===== src/rtl/accum_bank.sv =====
// accum_bank: CHANNELS independent signed accumulators with add/sub/load/clear,
// saturating or wrapping overflow, and one registered result beat per operation.
module accum_bank #(
    parameter int WIDTH = 32,
    parameter int CHANNELS = 4,
    parameter int SATURATE = 1,
    localparam int CW = $clog2(CHANNELS)
) (
    input  logic                clk,
    input  logic                rst,
    input  logic                in_valid,
    output logic                in_ready,
    input  logic [CW-1:0]       in_chan,
    input  logic [1:0]          in_op,
    input  logic [WIDTH-1:0]    in_data,
    output logic                out_valid,
    input  logic                out_ready,
    output logic [CW-1:0]       out_chan,
    output logic [WIDTH-1:0]    out_data,
    output logic                out_ovf,
    output logic [CHANNELS-1:0] ovf_sticky
);
    localparam logic [1:0] OP_ADD = 2'b00;
    localparam logic [1:0] OP_SUB = 2'b01;
    localparam logic [1:0] OP_LOAD = 2'b10;
    localparam logic [WIDTH-1:0] MAX_V = {1'b0, {(WIDTH-1){1'b1}}};
    localparam logic [WIDTH-1:0] MIN_V = {1'b1, {(WIDTH-1){1'b0}}};

    logic [WIDTH-1:0] acc_q [CHANNELS];
    logic [WIDTH-1:0] acc_d [CHANNELS];
    logic [CHANNELS-1:0] sticky_q, sticky_d;
    logic out_valid_q, out_valid_d;
    logic [CW-1:0] out_chan_q, out_chan_d;
    logic [WIDTH-1:0] out_data_q, out_data_d;
    logic out_ovf_q, out_ovf_d;

    logic accept;
    logic in_range;
    logic [WIDTH-1:0] cur;
    logic [WIDTH-1:0] new_val;
    logic [WIDTH:0] sum;
    logic ovf;
    logic op_ovf;

    assign in_ready = !out_valid_q || out_ready;
    assign accept = in_valid && in_ready;
    assign in_range = 32'(in_chan) < CHANNELS;

    // Operand read and arithmetic on the addressed channel only.
    always_comb begin
        cur = '0;
        for (int i = 0; i < CHANNELS; i++) begin
            if (in_chan == CW'(i)) cur = acc_q[i];
        end
        if (in_op == OP_SUB) sum = {cur[WIDTH-1], cur} - {in_data[WIDTH-1], in_data};
        else sum = {cur[WIDTH-1], cur} + {in_data[WIDTH-1], in_data};
        ovf = sum[WIDTH] != sum[WIDTH-1];
        new_val = '0;
        op_ovf = 1'b0;
        unique case (in_op)
            OP_ADD, OP_SUB: begin
                op_ovf = ovf;
                if (ovf && SATURATE != 0) new_val = sum[WIDTH] ? MIN_V : MAX_V;
                else new_val = sum[WIDTH-1:0];
            end
            OP_LOAD: new_val = in_data;
            default: new_val = '0;
        endcase
    end

    always_comb begin
        acc_d = acc_q;
        sticky_d = sticky_q;
        out_valid_d = out_valid_q;
        out_chan_d = out_chan_q;
        out_data_d = out_data_q;
        out_ovf_d = out_ovf_q;
        if (accept) begin
            out_valid_d = 1'b1;
            out_chan_d = in_chan;
            out_data_d = '0;
            out_ovf_d = 1'b0;
            for (int i = 0; i < CHANNELS; i++) begin
                if (in_range && in_chan == CW'(i)) begin
                    acc_d[i] = new_val;
                    // add/sub keep the flag; load/clear (op[1]=1) drop it
                    sticky_d[i] = op_ovf || (sticky_q[i] && !in_op[1]);
                end
            end
            if (in_range) begin
                out_data_d = new_val;
                out_ovf_d = op_ovf;
            end
        end else if (out_ready) begin
            out_valid_d = 1'b0;
        end
    end

    always_ff @(posedge clk) begin
        if (rst) begin
            for (int i = 0; i < CHANNELS; i++) acc_q[i] <= '0;
            sticky_q <= '0;
            out_valid_q <= 1'b0;
            out_chan_q <= '0;
            out_data_q <= '0;
            out_ovf_q <= 1'b0;
        end else begin
            acc_q <= acc_d;
            sticky_q <= sticky_d;
            out_valid_q <= out_valid_d;
            out_chan_q <= out_chan_d;
            out_data_q <= out_data_d;
            out_ovf_q <= out_ovf_d;
        end
    end

    assign out_valid = out_valid_q;
    assign out_chan = out_chan_q;
    assign out_data = out_data_q;
    assign out_ovf = out_ovf_q;
    assign ovf_sticky = sticky_q;
endmodule


===== config.mk =====
export PLATFORM = sky130hd
export DESIGN_NAME = accum_bank
export DESIGN_NICKNAME = d
export VERILOG_FILES = /design/src/rtl/accum_bank.sv
export SDC_FILE = /design/constraint.sdc
export NUM_CORES = 1
export LEC_CHECK = 0
export CAP_MARGIN = 20
export CORE_UTILIZATION = 59
export DETAILED_ROUTE_END_ITERATION = 10
export HOLD_SLACK_MARGIN = 0.08
export MAX_ROUTING_LAYER = met4
export PLACE_DENSITY = 0.83
export SYNTH_ARGS = -nofsm -noshare
export SYNTH_HDL_FRONTEND = slang
export SYNTH_SLANG_ARGS = --single-unit

===== constraint.sdc =====
create_clock -name clk -period 8.1 [get_ports clk]
set_input_delay 1.62 -clock clk [delete_from_list [all_inputs] [get_ports clk]]
set_output_delay 1.62 -clock clk [all_outputs]
set_load 0.05 [all_outputs]

==> results.toml <==
[status]
outcome = "completed"

[logic_synthesis]
synth_top_area_cell = "dfxtp_1"
synth_xor_area_frac = 0.05444
synthAdderAreaFrac = 0.04561
synth_top_area_share = 0.3543
syn_area_per_cell_um2 = 9.040
yosysMostFrequentCell = "nor2_1"
synthArstFlopShare = 0
ys_warn_count = 0
ys_seq_area_frac = 0.3543
synthesis.area_um2 = 9492
synth-seq-cells = 168
netlist_instances = 1050
synth_enable_flop_cells = 0
synth-simple-area-share = 0.1459
ys_types = 61
synthTopCellsByCount = "nor2_1 (210), dfxtp_1 (168), a211oi_1 (149)"
synth-compound-area-share = 0.2764
synth_top_family_by_area = "compound AO/OA/AOI/OAI gates"
synth-main-ff-cell = "dfxtp_1"
synthMuxAreaShare = 0.07817
syn_nets = 1124
synthTopCellsByArea = "dfxtp_1 (35%), a211oi_1 (12%), nor2_1 (8.3%), mux4_2 (7.6%), a221oi_2 (4.7%)"

[hold_path]
min_from = "out_chan[1]$_SDFFE_PP0P_"
holdPathEnd = "out_chan[1]$_SDFFE_PP0P_"
hp-class = "register to register"
whs_path_depth = 2

[pwr]
max-vdd-ir-drop_mv = 0.1698
p_leak_nw = 3.848
p_total_mw = 2.463
pwr_density_cell_nw_per_um2 = 225.1

[clocking]
htreeDepth = 4
hold_buffers = 0
post-cts-setup-buffer-count = 0
clk_latency_ps = 440
clockBufferDepth = 2
cts_tree = "done"
cts.sinks = 168
cts_resized = 0
cts_root_buf = "clkbuf_16"
numCtsBuffers = 17
clk_pin_slew_ps = 60

[timing]
setup_slack_ps = 953.8
finalCritPeriodShare = 0.8823
period_needed_ps = 7146
setup_viol = 0
hold_violations = 0
skew_ps = 12.52
fmax_mhz = 139.9
grt_setup_unrepaired = "no"
finalMaxSlewViolations = 0
fin_setup_tns_ps = 0
slew_headroom = 0.2708
tightestPinTransition_ps = 1094

[finish]
area_delta_synth_final_pct = 15.29
fin_nets = 1152
drive_gt1_frac = 0.1248
final_core_util = 0.7093

[critical_path]
cp_top_family = "simple AND/OR/NAND/NOR gates"
worstReg2RegStart = "acc_q[6]$_SDFFE_PP0P_"
critPathBufInv = 3
worst-setup-path-type = "input pin to register"
cp-end-kind = "register"
worstPathCellList = "clkdlybuf4s50_1 -> inv_1 -> ha_1 -> or4b_4 -> or4_4 -> nor2_1 -> nand3_1 -> o21ai_0 -> xor2_1 -> ha_1 -> and3_1 -> nand4_1 -> nor2_1 -> and3_1 -> a21oi_1 -> xnor2_1 -> a21oi_4 -> buf_12 -> a221oi_2 -> a211oi_2"
slowest_delay_ps = 560
worstPathArrival_ps = 7420
slowest_stage = "xnor2_1"
reg2reg_slack_ps = 3670
required_ps = 8380
path_max_fanout = 21
rr_endpoint = "acc_q[52]$_SDFFE_PP0P_"
start_kind = "input pin"
rr_worst_depth = 13

[global_route]
grt_pass1_vias = 7947
grt-ovfl-total = 0
grt.total_usage = 0.3480
grt_max_degree = 105
antenna_found_initial = 1
grt_first_pass_wirelength_um = 42790

[floorplan]
die-height_um = 128.8
rows = 45
io_pins = 81
initial_utilization = 0.6152
fp.dieW_um = 128.8
core_area_um2 = 15430
die_area_um2 = 16600

[placed_design]
gp_congestion = 0.9817
hpwl_um = 17560
portBuffers = 80
post-place-ws_ps = 603.1

[routing]
via_per_inst = 6.561
drc = 0
wire_per_inst_um = 20.83
vias = 8542
ant_nets = 0
routed_wl_um = 27120
drt-initial-drc-count = 855
dr.pass1.iters = 9

[flow_run]
drv_cap = 0
[through the flow]
stage               cells  hold WS (ps)  instance area (µm²)
finish               1302         458.3                10940
global route         1302         496.3                10940
CTS                  1300         462.8                10940
detailed placement   1269         453.9                10340
global placement     1269         446.9                10340
floorplan            1050         475.0                 9492
[worst register-to-register path: stages (launching register included)]
cell	delay [ps]
dfxtp_1	310
mux4_2	480
ha_1	450
nand4_1	200
a211oi_1	300
nor2_1	170
o31ai_1	270
buf_4	190
a21oi_1	70
xnor2_1	560
a21oi_4	310
buf_12	260
a221oi_2	530
a211oi_2	170
[cell usage in the layout (no fill, tap or decap), types with 3 or more instances in the layout]
cell and instances:
buf_4 14, dfxtp_1 168, nand2_1 37, a221oi_2 30
nand4_1 6, nand3_1 9, o21a_1 6, o31ai_1 6
clkdlybuf4s50_1 77, nor3_1 9, a211oi_2 13, inv_1 20
bufinv_16 3, o21ai_0 24, a21oi_1 53, and3_1 8
ha_1 33, and2_1 3, mux4_2 32, clkinv_2 4
clkbuf_16 17, nor2_1 208, or3_1 7, o211ai_1 4
xnor2_1 41, a211oi_1 149, xor2_1 18, a21o_1 7
a31oi_1 10, nand2b_1 5, o31a_1 6, a311oi_1 3
nor4_1 7, a22oi_1 3, nor2b_1 4
[cell families after synthesis]
group	after synthesis
AOI/OAI and AO/OA	332
and+or+nand+nor	317
DFF	168
buffers and inverters	106
xor gates and xnor gates	59
muxes	34
adders and majority gates	34
[worst max path at each step]
stage,endpoint,depth (start not counted),startpoint
finish,acc_q[52]$_SDFFE_PP0P_,20,in_data[0]
global route,acc_q[106]$_SDFFE_PP0P_,20,in_data[0]
CTS,acc_q[52]$_SDFFE_PP0P_,20,in_data[0]
detailed placement,acc_q[52]$_SDFFE_PP0P_,20,in_data[1]
global placement,out_data[30]$_SDFFE_PP0P_,21,in_data[1]
floorplan,acc_q[115]$_SDFFE_PP0P_,20,in_data[1]
[layer usage]
metal / wire length, µm / GRT usage / vias to the layer above
li1: - / - / 3985
met1: 12140 / 0.4812 / 4040
met2: 11500 / 0.4843 / 445
met3: 2740 / 0.09064 / 72
met4: 741 / 0.1301 / 0
met5: 0 / - / -
[state kept, by name, indices dropped and copies added (netlist names)]
register,cells
out_chan,2
out_valid,1
out_ovf,1
out_data,32
acc_q,128
ovf_sticky,4
[report_power, final]
group / total [mW] / switching [mW] / internal, mW / leakage (nW)
Clock: 0.836 / 0.343 / 0.493 / 0.292
Combinational: 0.712 / 0.457 / 0.254 / 2.18
Sequential: 0.916 / 0.0345 / 0.881 / 1.38
[cell type report]
cell class / count / area [µm²]
clock inverters: 11 / 146.4
multi-input cells: 776 / 5734
well taps: 211 / 264.0
diodes: 1 / 2.502
fillers: 1174 / 4484
clock buffers: 20 / 446.7
repair buffers: 95 / 910.9
flip-flops and latches: 168 / 3363
inverters: 20 / 75.07
No activity file was read; power rests on OpenSTA's default activity.
